===== src/rtl/mac_acc_quant_if.sv =====
// Stream bundle between the MAC product stage, the accumulate/quantise stage and its consumer.
// The slave modport is the view of mac_acc_quant; the master modport is the view of its environment.
interface mac_acc_quant_if #(
   parameter int PW    = 28,
   parameter int OW    = 14,
   parameter int CNT_W = 16
) ();
   logic signed [PW-1:0]    s_product;
   logic                    s_valid;
   logic                    s_last;
   logic                    s_ready;
   logic        [OW-1:0]    m_data;
   logic                    m_sat;
   logic        [CNT_W-1:0] m_count;
   logic                    m_valid;
   logic                    m_ready;

   modport slave (
      input  s_product, s_valid, s_last, m_ready,
      output s_ready, m_data, m_sat, m_count, m_valid
   );

   modport master (
      output s_product, s_valid, s_last, m_ready,
      input  s_ready, m_data, m_sat, m_count, m_valid
   );
endinterface


===== src/rtl/mac_acc_quant.sv =====
// Accumulates a frame of signed products, then rounds/truncates and saturates to a narrow Q word.
// Optional feature macro: MAC_ACC_ROUND_EN (round half-up before the shift; default build truncates).
module mac_acc_quant #(
   parameter int int_a     = 6,
   parameter int frac_a    = 8,
   parameter int int_b     = 6,
   parameter int frac_b    = 8,
   parameter int out_int   = 6,
   parameter int out_frac  = 8,
   parameter int ACC_GUARD = 8,
   parameter int CNT_W     = 16
) (
   input  logic          clock,
   input  logic          rstn,
   mac_acc_quant_if.slave bus
);
   localparam int PW = int_a + frac_a + int_b + frac_b;
   localparam int AW = PW + ACC_GUARD;
   localparam int OW = out_int + out_frac;
   localparam int SH = frac_a + frac_b - out_frac;
`ifdef MAC_ACC_ROUND_EN
   localparam int QW     = AW + 1;
   localparam int RND_SH = (SH > 0) ? SH - 1 : 0;
   localparam logic [QW-1:0] RND_K = (SH > 0) ? ({{(QW-1){1'b0}}, 1'b1} << RND_SH) : {QW{1'b0}};
`else
   localparam int QW = AW;
`endif

   localparam logic [0:0] ST_IDLE  = 1'b0;
   localparam logic [0:0] ST_ACCUM = 1'b1;

   localparam logic [AW-1:0]    ACC_MAX = {1'b0, {(AW-1){1'b1}}};
   localparam logic [AW-1:0]    ACC_MIN = {1'b1, {(AW-1){1'b0}}};
   localparam logic [CNT_W-1:0] CNT_MAX = {CNT_W{1'b1}};
   localparam logic [CNT_W-1:0] CNT_ONE = {{(CNT_W-1){1'b0}}, 1'b1};

   // Returns {clipped, word}: the value fits only if every bit above the output sign matches it.
   function automatic logic [OW:0] sat_ow(input logic [QW-1:0] v);
      logic [QW-OW:0] hi;
      hi = v[QW-1:OW-1];
      if ((&hi) || (~|hi)) begin
         sat_ow = {1'b0, v[OW-1:0]};
      end else if (v[QW-1]) begin
         sat_ow = {1'b1, 1'b1, {(OW-1){1'b0}}};
      end else begin
         sat_ow = {1'b1, 1'b0, {(OW-1){1'b1}}};
      end
   endfunction

   logic [0:0]       state_q, state_d;
   logic [AW-1:0]    acc_q, acc_d;
   logic [CNT_W-1:0] cnt_q, cnt_d;
   logic             ovf_q, ovf_d;
   logic [OW-1:0]    m_data_q, m_data_d;
   logic             m_sat_q, m_sat_d;
   logic [CNT_W-1:0] m_count_q, m_count_d;
   logic             m_valid_q, m_valid_d;

   logic             s_ready_s;
   logic             hs_s;
   logic             first_s;
   logic [AW-1:0]    prod_ext_s;
   logic [AW-1:0]    base_s;
   logic [AW-1:0]    sum_raw_s;
   logic             add_ovf_s;
   logic [AW-1:0]    sum_s;
   logic             ovf_next_s;
   logic [CNT_W-1:0] cnt_next_s;
   logic [QW-1:0]    rnd_s;
   logic [QW-1:0]    shf_s;
   logic             clip_s;
   logic [OW-1:0]    qdata_s;

   // Handshake, accumulate with clamp-on-overflow, and beat counting.
   always_comb begin
      s_ready_s  = !m_valid_q || bus.m_ready;
      hs_s       = bus.s_valid && s_ready_s;
      first_s    = (state_q == ST_IDLE);
      prod_ext_s = {{ACC_GUARD{bus.s_product[PW-1]}}, bus.s_product};
      if (first_s) begin
         base_s = {AW{1'b0}};
      end else begin
         base_s = acc_q;
      end
      sum_raw_s = base_s + prod_ext_s;
      add_ovf_s = (base_s[AW-1] == prod_ext_s[AW-1]) && (sum_raw_s[AW-1] != base_s[AW-1]);
      if (!add_ovf_s) begin
         sum_s = sum_raw_s;
      end else if (prod_ext_s[AW-1]) begin
         sum_s = ACC_MIN;
      end else begin
         sum_s = ACC_MAX;
      end
      ovf_next_s = add_ovf_s || (!first_s && ovf_q);
      if (first_s) begin
         cnt_next_s = CNT_ONE;
      end else if (cnt_q == CNT_MAX) begin
         cnt_next_s = cnt_q;
      end else begin
         cnt_next_s = cnt_q + CNT_ONE;
      end
   end

   // Quantisation of the running sum; only used when the beat closes the frame.
   always_comb begin
`ifdef MAC_ACC_ROUND_EN
      rnd_s = {sum_s[AW-1], sum_s} + RND_K;
`else
      rnd_s = sum_s;
`endif
      shf_s             = $signed(rnd_s) >>> SH;
      {clip_s, qdata_s} = sat_ow(shf_s);
   end

   // Next-state for the frame FSM and the output register.
   always_comb begin
      state_d   = state_q;
      acc_d     = acc_q;
      cnt_d     = cnt_q;
      ovf_d     = ovf_q;
      m_data_d  = m_data_q;
      m_sat_d   = m_sat_q;
      m_count_d = m_count_q;
      m_valid_d = m_valid_q;
      if (hs_s) begin
         cnt_d = cnt_next_s;
         ovf_d = ovf_next_s;
         if (bus.s_last) begin
            state_d   = ST_IDLE;
            acc_d     = {AW{1'b0}};
            m_data_d  = qdata_s;
            m_sat_d   = clip_s || ovf_next_s;
            m_count_d = cnt_next_s;
            m_valid_d = 1'b1;
         end else begin
            state_d = ST_ACCUM;
            acc_d   = sum_s;
         end
      end else begin
         state_d = state_q;
      end
      // A retiring beat frees the register unless a new result loaded above.
      if (!(hs_s && bus.s_last)) begin
         if (bus.m_ready) begin
            m_valid_d = 1'b0;
         end else begin
            m_valid_d = m_valid_q;
         end
      end else begin
         m_valid_d = 1'b1;
      end
   end

   // State and output registers; reset drops any partial frame.
   always_ff @(posedge clock or negedge rstn) begin
      if (!rstn) begin
         state_q   <= ST_IDLE;
         acc_q     <= {AW{1'b0}};
         cnt_q     <= {CNT_W{1'b0}};
         ovf_q     <= 1'b0;
         m_data_q  <= {OW{1'b0}};
         m_sat_q   <= 1'b0;
         m_count_q <= {CNT_W{1'b0}};
         m_valid_q <= 1'b0;
      end else begin
         state_q   <= state_d;
         acc_q     <= acc_d;
         cnt_q     <= cnt_d;
         ovf_q     <= ovf_d;
         m_data_q  <= m_data_d;
         m_sat_q   <= m_sat_d;
         m_count_q <= m_count_d;
         m_valid_q <= m_valid_d;
      end
   end

   assign bus.s_ready = s_ready_s;
   assign bus.m_data  = m_data_q;
   assign bus.m_sat   = m_sat_q;
   assign bus.m_count = m_count_q;
   assign bus.m_valid = m_valid_q;
endmodule


===== src/flat_wrapper.sv =====
// flat-port wrapper written by rule: the top's interface ports become plain ports
module mac_acc_quant_flat 
#(
   parameter int int_a     = 6,
   parameter int frac_a    = 8,
   parameter int int_b     = 6,
   parameter int frac_b    = 8,
   parameter int out_int   = 6,
   parameter int out_frac  = 8,
   parameter int ACC_GUARD = 8,
   parameter int CNT_W     = 16
)
  (clock, rstn, bus_s_product, bus_s_valid, bus_s_last, bus_m_ready, bus_s_ready, bus_m_data, bus_m_sat, bus_m_count, bus_m_valid);
  mac_acc_quant_if #(.PW((28)), .OW((14)), .CNT_W(CNT_W)) bus_i ();
  input  logic clock;
  input  logic rstn;
  input wire logic [$bits(bus_i.s_product)-1:0] bus_s_product;
  input wire logic [$bits(bus_i.s_valid)-1:0] bus_s_valid;
  input wire logic [$bits(bus_i.s_last)-1:0] bus_s_last;
  input wire logic [$bits(bus_i.m_ready)-1:0] bus_m_ready;
  output wire logic [$bits(bus_i.s_ready)-1:0] bus_s_ready;
  output wire logic [$bits(bus_i.m_data)-1:0] bus_m_data;
  output wire logic [$bits(bus_i.m_sat)-1:0] bus_m_sat;
  output wire logic [$bits(bus_i.m_count)-1:0] bus_m_count;
  output wire logic [$bits(bus_i.m_valid)-1:0] bus_m_valid;
  assign bus_i.s_product = bus_s_product;
  assign bus_i.s_valid = bus_s_valid;
  assign bus_i.s_last = bus_s_last;
  assign bus_i.m_ready = bus_m_ready;
  assign bus_s_ready = bus_i.s_ready;
  assign bus_m_data = bus_i.m_data;
  assign bus_m_sat = bus_i.m_sat;
  assign bus_m_count = bus_i.m_count;
  assign bus_m_valid = bus_i.m_valid;
  mac_acc_quant #(.int_a(int_a), .frac_a(frac_a), .int_b(int_b), .frac_b(frac_b), .out_int(out_int), .out_frac(out_frac), .ACC_GUARD(ACC_GUARD), .CNT_W(CNT_W)) u_core (.clock(clock), .rstn(rstn), .bus(bus_i));
endmodule

===== config.mk =====
export PLATFORM = sky130hd
export DESIGN_NAME = mac_acc_quant_flat
export DESIGN_NICKNAME = d
export VERILOG_FILES = /design/src/rtl/mac_acc_quant_if.sv /design/src/rtl/mac_acc_quant.sv /design/src/flat_wrapper.sv
export SDC_FILE = /design/constraint.sdc
export NUM_CORES = 1
export LEC_CHECK = 0
export ABC_AREA = 1
export CORE_ASPECT_RATIO = 0.7
export CORE_MARGIN = 4
export CORE_UTILIZATION = 64
export CTS_BUF_LIST = sky130_fd_sc_hd__clkbuf_4 sky130_fd_sc_hd__clkbuf_8 sky130_fd_sc_hd__clkbuf_16
export CTS_CLUSTER_DIAMETER = 30
export DETAILED_ROUTE_END_ITERATION = 12
export HOLD_SLACK_MARGIN = 0.1
export PLACE_DENSITY = 0.87
export SYNTH_ARGS = -nofsm -noshare
export SYNTH_HDL_FRONTEND = slang
export SYNTH_SLANG_ARGS = --single-unit

===== constraint.sdc =====
create_clock -name clock -period 11.6 [get_ports clock]
set_input_delay 2.9 -clock clock [delete_from_list [all_inputs] [get_ports clock]]
set_output_delay 2.9 -clock clock [all_outputs]
set_load 0.005 [all_outputs]

==> results.py <==
metrics = {
    "outcome": {
        "status": "finished, final reports clean",
    },
    "clocking": {
        "clk-insertion-delay-late_ns": 0.34,
        "cts_buffers": 9,
        "hold_buffers": 0,
        "htreeDepth": 3,
        "root_buffer": "clkbuf_16",
        "cts_tree": "built",
        "cts.sinks": 86,
        "cts_max_path_buffers": 2,
        "cts.clk_slew.worst_paths_ns": 0.06,
        "post_cts_resized": 0,
        "post_cts_buffers": 0,
    },
    "critical_path": {
        "cp_slowest_cell": "clkdlybuf4s50_1",
        "worst-setup-path-type": "in -> reg",
        "crit_arrival_ns": 7.41,
        "required_ns": 11.82,
        "path_common_cell": "nand2_1",
        "r2r_start": "u_core.state_q",
        "crit_buf_inv": 3,
        "critPathLaunch": "bus_s_product[27]",
        "worstSetupStartpointType": "primary input",
        "cpPeakStageDelay_ns": 0.65,
        "crit_family": "simple AND/OR/NAND/NOR gates",
        "path_cells": "clkdlybuf4s50_1 > ha_1 > nand2_1 > nor2_1 > o21ai_0 > nand2_1 > a21oi_1 > nand2_1 > a21oi_1 > o21bai_1 > fa_1 > xor2_2 > nor2_8 > inv_4 > nor2_2 > inv_2 > nand3_1 > nor2_1 > nand3_2 > nand3_2 > nand2_1 > nand2_1 > nand2_1",
        "cp_max_fo": 34,
        "worst_setup_path_end_kind": "register",
    },
    "power": {
        "p_sw_mw": 0.4160,
        "pwr-share-clk_pct": 25.9,
        "leakage_nw": 4.575,
        "combPwrFrac_pct": 38.6,
        "power_mw": 1.055,
        "vdd_drop_max_uv": 103.1,
        "power_density_nw_per_um2": 131.3,
        "p_int_mw": 0.6390,
        "seq_power_share_pct": 35.5,
        "p_sw_share_pct": 39.44,
    },
    "placement": {
        "io_buffers": 65,
        "pre_cts_ws_ns": 4.166,
        "dp.final_hpwl_um": 16040,
        "gp_congestion": 0.9913,
    },
    "synth": {
        "synth_xor_area_share_pct": 1.855,
        "yosys.area_share.simple_pct": 35.54,
        "synthCells": 1120,
        "syn-num-nets": 1191,
        "synth_compound_area_share_pct": 11.78,
        "synth_mux_area_share_pct": 0,
        "avgSynthCellArea_um2": 6.262,
        "syn_area_um2": 7013,
        "synthAdderAreaFrac_pct": 6.994,
        "async_flop_share_pct": 100.0,
        "synth.distinct_cells": 42,
        "synth_top_area_cell": "dfrtp_1",
        "ys_top_cells_by_count": "nand2_1, inv_1, dfrtp_1",
        "synth_top_family_by_area": "simple AND/OR/NAND/NOR gates",
        "ys_ff_latch": 86,
        "ys.flop_type": "dfrtp_1",
        "yosysTopAreaCellShare_pct": 30.69,
        "ys.warnings.count": 0,
        "synth-edff-count": 0,
        "synth.most_common_cell": "nand2_1",
        "synth-seq-area-share_pct": 30.69,
        "ys_top_cells_by_area": "dfrtp_1, nand2_1, inv_1, ha_1, o21ai_0",
    },
    "detailed_routing": {
        "drc_errors": 0,
        "wl_um": 20730,
        "via_per_inst": 5.562,
        "routedWlPerCell_um": 15.62,
        "dr.pass1.iters": 6,
        "postRouteAntennaNets": 0,
        "drt_iter0_drc": 865,
        "via_count": 7381,
    },
    "grt": {
        "grt-ovfl-total": 0,
        "grt_max_degree": 78,
        "grt_pass1_vias": 6525,
        "grt.total_usage_pct": 33.24,
        "grt_pass1_wl_um": 33190,
        "antenna_found_initial": 0,
    },
    "floorplanning": {
        "die_h_um": 95.58,
        "initial_utilization_pct": 66.72,
        "core_area_um2": 10510,
        "die_width_um": 133.1,
        "pin_count": 66,
        "die_area_um2": 12720,
        "num_rows": 31,
    },
    "min_path": {
        "hold_start": "u_core.acc_q[3]",
        "min_path_type": "reg -> reg",
    },
    "final_layout": {
        "antenna_cells": 0,
        "area.growth.synth_to_final_pct": 14.58,
        "post-route-util_pct": 76.44,
        "drive_gt1_share_pct": 4.835,
        "finalNetCount": 1245,
    },
    "sta": {
        "clock.fmax_mhz": 139.2,
        "setup_viol": 0,
        "finalSetupTns_ns": 0,
        "fin_skew_ns": 0.006948,
        "slew_violations": 0,
        "min_period_over_period_pct": 61.91,
        "hold_viol_final": 0,
        "finalCriticalPeriod_ns": 7.181,
        "fin_ws_ns": 4.419,
        "max_slew.worst_pin.slew_ns": 0.9524,
        "rsz0062_at_grt": "false",
        "slew_headroom_pct": 36.50,
    },
    "run": {
        "maxCapViolations": 0,
    },
}
==> registers in the layout (all words and copies together) (netlist names) <==
| name | count |
|---|---|
| u_core.bus.m_data | 14 |
| u_core.bus.m_sat | 1 |
| u_core.cnt_q | 16 |
| u_core.state_q | 1 |
| u_core.bus.m_valid | 1 |
| u_core.bus.m_count | 16 |
| u_core.acc_q | 36 |
| u_core.ovf_q | 1 |
==> layout make-up <==
class                   instances  area (um^2)
multi-input cells             797         3941
clock buffers                  10        239.0
inverters                     211        794.5
clock inverters                 6        45.04
flip-flops and latches         86         2152
well taps                     148        185.2
fillers                       858         2476
repair buffers                 69        678.2
==> layer usage <==
metal  global-route usage (%)  vias to the layer above  routed length, um
met3                    9.599                       42               2748
met5                        0                        -                  0
met1                    51.99                     3296               9650
li1                         -                     3579                  -
met4                    6.849                        0                360
met2                    45.02                      464               7967
==> worst paths after layout <==
kind	endpoint	slack, ns	depth (start not counted)
max	u_core.bus.m_data[2]	4.42	23
min	u_core.acc_q[3]	0.48	2
max reg2reg	u_core.bus.m_data[2]	6.12	25
min reg2reg	u_core.acc_q[3]	0.48	2
max in group asynchronous	u_core.acc_q[23]	8.08	2
min in group asynchronous	u_core.acc_q[7]	2.37	1
==> through the flow <==
stage / area, um^2 / hold WS, ns / instances
2_1_floorplan: 7013 / 0.4493 / 1120
3_3_place_gp: 7751 / 0.4632 / 1311
3_5_place_dp: 7751 / 0.4654 / 1311
4_1_cts: 8035 / 0.4846 / 1327
5_1_grt: 8035 / 0.5101 / 1327
6_report: 8035 / 0.4845 / 1327
==> worst register-to-register path, delay by kind of cell (launching register included) <==
kind / cells / cell delay (ns)
AOI/OAI and AO/OA: 5 / 0.94
xor gates and xnor gates: 1 / 0.25
adders and majority gates: 2 / 0.81
buffers and inverters: 5 / 1.10
DFF: 1 / 0.81
and+or+nand+nor: 12 / 1.45
==> power by group through the flow <==
stage / registers [mW] / logic, mW / clock network, mW
final: 0.375 / 0.408 / 0.273
after global routing: 0.378 / 0.454 / 0.285
after CTS: 0.372 / 0.398 / 0.274
after detailed placement: 0.376 / 0.394 / 0
after global placement: 0.376 / 0.389 / 0
after floorplan: 0.368 / 0.263 / 0
==> cell families (layout without fill, tap and decap cells) <==
| kind of cell | count (synthesis) | after routing |
|---|---|---|
| AND/OR/NAND/NOR | 600 | 600 |
| XOR/XNOR | 14 | 14 |
| flip-flops | 86 | 86 |
| buffers and inverters | 237 | 296 |
| AO/OA/AOI/OAI | 145 | 145 |
| adder cells (fa/ha/maj) | 38 | 38 |
==> placed cells by master (no fill, tap or decap), drive strengths merged, types with 5 or more instances in the layout <==
cell type,synthesis,layout
xnor2,8,8
nor3,11,11
a32o,12,12
clkdlybuf4s50,0,64
nand2,455,455
dfrtp,86,86
o21bai,5,5
nand4,6,6
xor2,6,6
ha,36,36
inv,210,212
buf,8,5
a21oi,36,36
nand3,56,56
clkbuf,18,10
o21ai,83,83
nor2,60,60
Power figures use the tool's default switching activity.
